File: src/rtl/exec_decode_unit.sv
// Decode / ALU / next-PC stage for the single-cycle RV32 subset core.
// Everything is computed combinationally from the current inputs and
// captured into output registers on an enabled clock edge, so all outputs
// appear one clock after the inputs that produced them.
module exec_decode_unit #(
  parameter int XLEN = 32
) (
  input  logic            clk,
  input  logic            rstn,
  input  logic            en,
  input  logic [XLEN-1:0] instr,
  input  logic [XLEN-1:0] pc,
  input  logic [XLEN-1:0] rs1_data,
  input  logic [XLEN-1:0] rs2_data,
  input  logic [XLEN-1:0] imm,
  output logic            branch,
  output logic            mem_read,
  output logic            memto_reg,
  output logic            mem_write,
  output logic            alu_src,
  output logic            reg_write,
  output logic [1:0]      alu_op,
  output logic            cmp_func,
  output logic [XLEN-1:0] alu_result,
  output logic            zero,
  output logic            lt,
  output logic [XLEN-1:0] pc_plus4,
  output logic [XLEN-1:0] branch_target,
  output logic            take_branch,
  output logic [XLEN-1:0] next_pc
);

  // Opcodes and ALU operation encodings
  localparam logic [6:0] OP_R      = 7'b0110011;
  localparam logic [6:0] OP_ADDI   = 7'b0010011;
  localparam logic [6:0] OP_LW     = 7'b0000011;
  localparam logic [6:0] OP_SW     = 7'b0100011;
  localparam logic [6:0] OP_BRANCH = 7'b1100011;
  localparam logic [1:0] ALU_ADD   = 2'b00;
  localparam logic [1:0] ALU_SUB   = 2'b01;
  localparam logic [1:0] ALU_AND   = 2'b10;
  localparam logic [1:0] ALU_OR    = 2'b11;

  // Instruction fields
  logic [6:0] opcode;
  logic [2:0] funct3;
  logic [6:0] funct7;

  assign opcode = instr[6:0];
  assign funct3 = instr[14:12];
  assign funct7 = instr[31:25];

  // Combinational decode results (next-state of the output registers)
  logic            branch_d, mem_read_d, memto_reg_d, mem_write_d;
  logic            alu_src_d, reg_write_d, cmp_func_d;
  logic [1:0]      alu_op_d;
  logic [XLEN-1:0] op_b;
  logic [XLEN-1:0] alu_result_d;
  logic            zero_d, lt_d;
  logic [XLEN-1:0] pc_plus4_d, branch_target_d, next_pc_d;
  logic            take_branch_d;

  // Output registers
  logic            branch_q, mem_read_q, memto_reg_q, mem_write_q;
  logic            alu_src_q, reg_write_q, cmp_func_q;
  logic [1:0]      alu_op_q;
  logic [XLEN-1:0] alu_result_q;
  logic            zero_q, lt_q;
  logic [XLEN-1:0] pc_plus4_q, branch_target_q, next_pc_q;
  logic            take_branch_q;

  // Main decoder: opcode -> datapath controls; unknown opcodes are all-zero
  always_comb begin
    branch_d    = 1'b0;
    mem_read_d  = 1'b0;
    memto_reg_d = 1'b0;
    mem_write_d = 1'b0;
    alu_src_d   = 1'b0;
    reg_write_d = 1'b0;
    alu_op_d    = ALU_ADD;
    cmp_func_d  = 1'b0;
    unique case (opcode)
      OP_R: begin
        reg_write_d = 1'b1;
        // Only funct7 distinguishes SUB; funct3 is not decoded for R-type
        alu_op_d    = (funct7 == 7'b0100000) ? ALU_SUB : ALU_ADD;
      end
      OP_ADDI: begin
        reg_write_d = 1'b1;
        alu_src_d   = 1'b1;
      end
      OP_LW: begin
        mem_read_d  = 1'b1;
        memto_reg_d = 1'b1;
        reg_write_d = 1'b1;
        alu_src_d   = 1'b1;
      end
      OP_SW: begin
        mem_write_d = 1'b1;
        alu_src_d   = 1'b1;
      end
      OP_BRANCH: begin
        branch_d   = 1'b1;
        alu_op_d   = ALU_SUB;
        // blt compares with lt; every other funct3 is treated as beq
        cmp_func_d = (funct3 == 3'b100);
      end
      default: ;
    endcase
  end

  // ALU: operand select, operation, zero flag and signed compare
  always_comb begin
    op_b = alu_src_d ? imm : rs2_data;
    unique case (alu_op_d)
      ALU_ADD: alu_result_d = rs1_data + op_b;
      ALU_SUB: alu_result_d = rs1_data - op_b;
      ALU_AND: alu_result_d = rs1_data & op_b;
      ALU_OR:  alu_result_d = rs1_data | op_b;
      default: alu_result_d = '0;
    endcase
    zero_d = (alu_result_d == '0);
    // Signed compare is independent of the selected ALU operation
    lt_d   = ($signed(rs1_data) < $signed(op_b));
  end

  // Next-PC: imm holds offset>>1, so the top bit is dropped by the shift
  always_comb begin
    pc_plus4_d      = pc + XLEN'(4);
    branch_target_d = pc + {imm[XLEN-2:0], 1'b0};
    take_branch_d   = branch_d & (cmp_func_d ? lt_d : zero_d);
    next_pc_d       = take_branch_d ? branch_target_d : pc_plus4_d;
  end

  // Output registers: async clear, capture only when enabled
  always_ff @(posedge clk or negedge rstn) begin
    if (!rstn) begin
      branch_q        <= 1'b0;
      mem_read_q      <= 1'b0;
      memto_reg_q     <= 1'b0;
      mem_write_q     <= 1'b0;
      alu_src_q       <= 1'b0;
      reg_write_q     <= 1'b0;
      alu_op_q        <= 2'b00;
      cmp_func_q      <= 1'b0;
      alu_result_q    <= '0;
      zero_q          <= 1'b0;
      lt_q            <= 1'b0;
      pc_plus4_q      <= '0;
      branch_target_q <= '0;
      take_branch_q   <= 1'b0;
      next_pc_q       <= '0;
    end else if (en) begin
      branch_q        <= branch_d;
      mem_read_q      <= mem_read_d;
      memto_reg_q     <= memto_reg_d;
      mem_write_q     <= mem_write_d;
      alu_src_q       <= alu_src_d;
      reg_write_q     <= reg_write_d;
      alu_op_q        <= alu_op_d;
      cmp_func_q      <= cmp_func_d;
      alu_result_q    <= alu_result_d;
      zero_q          <= zero_d;
      lt_q            <= lt_d;
      pc_plus4_q      <= pc_plus4_d;
      branch_target_q <= branch_target_d;
      take_branch_q   <= take_branch_d;
      next_pc_q       <= next_pc_d;
    end
  end

  assign branch        = branch_q;
  assign mem_read      = mem_read_q;
  assign memto_reg     = memto_reg_q;
  assign mem_write     = mem_write_q;
  assign alu_src       = alu_src_q;
  assign reg_write     = reg_write_q;
  assign alu_op        = alu_op_q;
  assign cmp_func      = cmp_func_q;
  assign alu_result    = alu_result_q;
  assign zero          = zero_q;
  assign lt            = lt_q;
  assign pc_plus4      = pc_plus4_q;
  assign branch_target = branch_target_q;
  assign take_branch   = take_branch_q;
  assign next_pc       = next_pc_q;

endmodule

File: config.mk
export PLATFORM = sky130hd
export DESIGN_NAME = exec_decode_unit
export DESIGN_NICKNAME = d
export VERILOG_FILES = /design/src/rtl/exec_decode_unit.sv
export SDC_FILE = /design/constraint.sdc
export NUM_CORES = 1
export LEC_CHECK = 0
export CORE_ASPECT_RATIO = 1.75
export CORE_MARGIN = 2
export CORE_UTILIZATION = 55
export CTS_CLUSTER_SIZE = 40
export DETAILED_ROUTE_END_ITERATION = 12
export DONT_BUFFER_PORTS = 1
export PLACE_DENSITY = 0.7
export SLEW_MARGIN = 20
export SYNTH_ARGS = -nofsm -noshare
export SYNTH_HDL_FRONTEND = slang
export SYNTH_SLANG_ARGS = --single-unit
File: constraint.sdc
create_clock -name clk -period 1.67 [get_ports clk]
set_input_delay 0.167 -clock clk [delete_from_list [all_inputs] [get_ports clk]]
set_output_delay 0.167 -clock clk [all_outputs]
set_load 0.05 [all_outputs]
==> results.cfg, run 1 <==
[logic_synthesis]
synthTopCellsByCount = 136 x dfrtp_1, 131 x a21oi_1, 130 x nor2_1, 98 x ha_1, 97 x inv_1
async_flop_share = 1.00
synth-seq-area-share = 0.283
avgSynthCellArea_um2 = 8.42
synth_top_area_cell = dfrtp_1
ys_ff_latch = 136
synth.area.top_cells = dfrtp_1 28%, ha_1 10%, mux2_2 6.1%, a21oi_1 5.5%, nor2_1 4.1%
synth_edf_count = 0
synth_top_area_frac = 0.283
synth_warnings = 0
syn_area_um2 = 12000
synthFlopType = dfrtp_1
yosysMostFrequentCell = dfrtp_1
ys_types = 86
syn_inst = 1426
syn_nets = 1690

[sta]
worst-ep-kind = register data pin
crit_endpoint = next_pc[20]$_DFFE_PN0P_/D

[global_route]
grt_max_degree = 171
overflow = 215
groute.usage.overall = 0.838

[floorplanning]
die_w_um = 116
die_h_um = 199
rows = 71
ios = 303
start_util = 0.559

[clocking]
h-tree-depth = 4
clockRootBuffer = clkbuf_16
clock-sinks = 136
cts_buffers = 17
clk_path_buf_depth = 2

[outcome]
lastStage = global routing (5_1_grt)
firstError = [ERROR GRT-0232] Routing congestion too high. Check the congestion heatmap in the GUI.
status = did not finish

[place]
pre_cts_slack_ns = -4.46
portBuffers = 0
dpl.hpwl_um = 40700
gp_congestion = 1.01
## per-stage QoR
stage                     std cells  utilization  instance area, um^2
after CTS                      2183        0.872                18700
after floorplan                1426            -                12900
after global placement         2069        0.748                16100
after detailed placement       2069        0.749                16100
## layer usage
layer,track usage,GRT overflow
met5,0.379,0
met4,0.874,88
met3,0.721,8
met2,0.981,115
met1,0.809,4
## cells by family after synthesis
family,after synthesis,synth area share
AO/OA/AOI/OAI,422,0.234
XOR/XNOR,79,0.0576
adder cells (fa/ha/maj),101,0.107
buffers and inverters,173,0.0581
flip-flops,136,0.283
multiplexers,74,0.0684
other,1,0.000312
AND/OR/NAND/NOR,440,0.191
## repair_timing
action | CTS
gates cloned | 5
setup buffers | 51
gates resized for setup | 240
pin swaps | 79
hold buffers | 37
setup endpoints to repair | 86
hold endpoints to repair | 254
==> inputs of run 2 (changes only) <==
--- a/config.mk
+++ b/config.mk
@@ -5,13 +5,11 @@
 export SDC_FILE = /design/constraint.sdc
 export NUM_CORES = 1
 export LEC_CHECK = 0
-export CORE_ASPECT_RATIO = 1.75
 export CORE_MARGIN = 2
-export CORE_UTILIZATION = 55
-export CTS_CLUSTER_SIZE = 40
+export CORE_UTILIZATION = 40
 export DETAILED_ROUTE_END_ITERATION = 12
 export DONT_BUFFER_PORTS = 1
-export PLACE_DENSITY = 0.7
+export PLACE_DENSITY_LB_ADDON = 0.15
 export SLEW_MARGIN = 20
 export SYNTH_ARGS = -nofsm -noshare
 export SYNTH_HDL_FRONTEND = slang
==> run 2 against run 1 <==
  * The flow now finishes, with violations (hold timing, setup timing)
  * Synthesized area is the same
  * Synthesized cell count unchanged
==> results.cfg, run 2 <==
[place]
gp_congestion = 0.994
postPlaceCellArea_um2 = 16200
portBuffers = 0
pre_cts_slack_ns = -3.96
dpl.hpwl_um = 39700

[logic_synthesis]
yosysMostFrequentCell = dfrtp_1
syn_inst = 1426
syn_nets = 1690
synthTopCellsByCount = 136 x dfrtp_1, 131 x a21oi_1, 130 x nor2_1, 98 x ha_1, 97 x inv_1
ys_ff_latch = 136
synthAdderAreaFrac = 0.107
synth.area.top_cells = dfrtp_1 28%, ha_1 10%, mux2_2 6.1%, a21oi_1 5.5%, nor2_1 4.1%
avgSynthCellArea_um2 = 8.42
synth_warnings = 0
synth-seq-area-share = 0.283
synth_top_family_by_area = compound AO/OA/AOI/OAI gates
synth-xor-area-share = 0.0576
syn_area_um2 = 12000
ys_types = 86
synth_top_area_frac = 0.283
yosys.area_share.simple = 0.191
synth-compound-area-share = 0.234
async_flop_share = 1.00
synthFlopType = dfrtp_1
synth_mux_area_frac = 0.0684
synth_edf_count = 0
synth_top_area_cell = dfrtp_1

[critical_path]
start_kind = input port
rrSetupSlack_ns = 0.07
end_kind = flip-flop
rr_worst_depth = 2
crit_type = in -> reg
slowest_delay_ns = 0.49
worstPathCellList = and4bb_1, nor2b_4, a21boi_4, buf_12, mux2_4, ha_4, inv_2, fa_2, nor2b_4, o2111a_1, nor4_1, o21ai_0, a211oi_1, nor3_1, or3_1, or4_1, or4_4, buf_6, nor4_4, buf_4, clkbuf_16, buf_12, o211ai_1, o221ai_1
critPathRequiredTime_ns = 2.01
slowest_stage = nor4_1
rr_endpoint = alu_op[0]$_DFFE_PN0P_
crit_arrival_ns = 5.40
r2r_start = alu_op[0]$_DFFE_PN0P_
worstPathMaxFanout = 11

[sta]
timing.slew.headroom = 0.572
post-route-period-util = 3.03
finalCriticalPeriod_ns = 5.06
postLayoutSetupSlackWorst_ns = -3.39
worst_slew_pin_slew_ns = 0.636
max_freq_mhz = 198
hold_slack_ns = -0.571
rsz0062_at_grt = true
setup_viol = 87
finalHoldViolations = 211
fin_skew_ns = 0
drv_slew = 0

[power_and_ir_drop]
p_switching_w = 0.00663
vdd_drop_max_v = 0.000719
clockPowerShare = 0.235
power_w = 0.0153
internal-power_w = 0.00869
power.density_nw_per_um2 = 826
leakagePower_nw = 8.10
p_seq_frac = 0.384
combPwrFrac = 0.381
swShare = 0.433

[route]
drt_iter0_markers = 915
avgRoutedWirePerCell_um = 22.2
vias = 13100
drtAntennaViolNets = 0
drt-total-wl_um = 50600
post_drt_via_cell_ratio = 5.75
drc = 0
first_pass_iters = 5

[clocking]
cts_tree = built
h-tree-depth = 4
clock-sinks = 136
clk_path_buf_depth = 2
clock_latency_ns = 0.43
clkTransAtPathRegs_ns = 0.06
clockRootBuffer = clkbuf_16
cts_hold_buf = 42
cts_buffers = 17

[final_layout]
synthToLayoutAreaGrowth_pct = 54.5
final_nets = 2134
drive_gt1_frac = 0.425
final_area_um2 = 18600
layout_common_cells = 429 x buf_4, 136 x dfrtp_1, 127 x nor2_1, 94 x inv_1, 88 x a21oi_1
final_common_cell = buf_4
fin_util = 0.626

[floorplanning]
die_h_um = 177
start_util = 0.405
coreArea_um2 = 29600
rows = 63
die_w_um = 177
ios = 303
die_area_um2 = 31400

[global_route]
groute.usage.overall = 0.315
grt_max_degree = 171
grt_pass1_vias = 13000
overflow = 0
grt_pass1_wl_um = 75400
grt_antenna_before_repair = 4

[outcome]
status = finished with violations
violations = hold timing, setup timing

[worst_hold_path]
min_path_type = in -> async

[job]
cap_violations = 0
==> run 2: layout make-up <==
cell class / instances / area [um^2]
tap: 390 / 488
fill: 2604 / 11100
inverter: 98 / 370
multi-input combinational: 1118 / 9690
timing repair buffer: 499 / 4060
clock buffer: 19 / 433
antenna: 4 / 10.0
sequential: 136 / 3400
clock inverter: 13 / 95.1
==> run 2: worst max-delay path: cells and delay by family <==
family | cells | cell delay (ns)
buf+inv | 6 | 0.77
mux | 1 | 0.33
simple gates | 9 | 2.59
compound gates | 6 | 1.13
fa+ha+maj | 2 | 0.39
==> run 2: cells by family (layout without fill, tap and decap cells) <==
family                   count (synthesis)  after routing
AND/OR/NAND/NOR                        440            441
AO/OA/AOI/OAI                          422            422
buffers and inverters                  173            629
flip-flops                             136            136
adder cells (fa/ha/maj)                101            101
XOR/XNOR                                79             79
multiplexers                            74             74
other                                    1              5
==> run 2: per-stage QoR <==
stage	cells	setup TNS [ns]
final	2277	-167.87
after global routing	2277	-176.65
after CTS	2265	-162.26
after detailed placement	2176	-214.27
after global placement	2176	-209.28
after floorplan	1426	-177.49
==> run 2: power groups by stage <==
stage	Sequential (W)	Combinational, W	Clock (W)
detailed placement	0.00595	0.00497	0
finish	0.00589	0.00583	0.00360
floorplan	0.00590	0.00277	0
global placement	0.00595	0.00493	0
CTS	0.00589	0.00546	0.00365
global route	0.00596	0.00625	0.00381
==> run 2: worst max-delay path by stage <==
stage	startpoint	to	slack, ns	depth (start not counted)
6_report	instr[3]	next_pc[21]$_DFFE_PN0P_	-3.39	24
5_1_grt	instr[3]	next_pc[18]$_DFFE_PN0P_	-3.53	26
4_1_cts	instr[3]	next_pc[11]$_DFFE_PN0P_	-3.32	20
3_5_place_dp	instr[3]	next_pc[4]$_DFFE_PN0P_	-3.96	19
3_3_place_gp	instr[3]	next_pc[4]$_DFFE_PN0P_	-3.86	20
2_1_floorplan	instr[3]	next_pc[4]$_DFFE_PN0P_	-3.62	21
==> run 2: timing repair <==
| item | in CTS | in global routing |
|---|---|---|
| endpoints found under the hold margin | 254 | 215 |
| pin swaps | 40 | 42 |
| cloned | 1 | 1 |
| buffers inserted | 14 | 8 |
| resized for setup | 101 | 119 |
| setup endpoints to repair | 85 | 92 |
==> run 2: routing by layer <==
metal / share of wire / GRT usage / up-vias
met1: 0.42 / 0.403 / 6375
met3: 0.073 / 0.0660 / 92
met2: 0.47 / 0.529 / 501
li1: - / - / 6131
met4: 0.030 / 0.103 / 0
met5: 0 / 0 / -
Power figures use the tool's default switching activity.
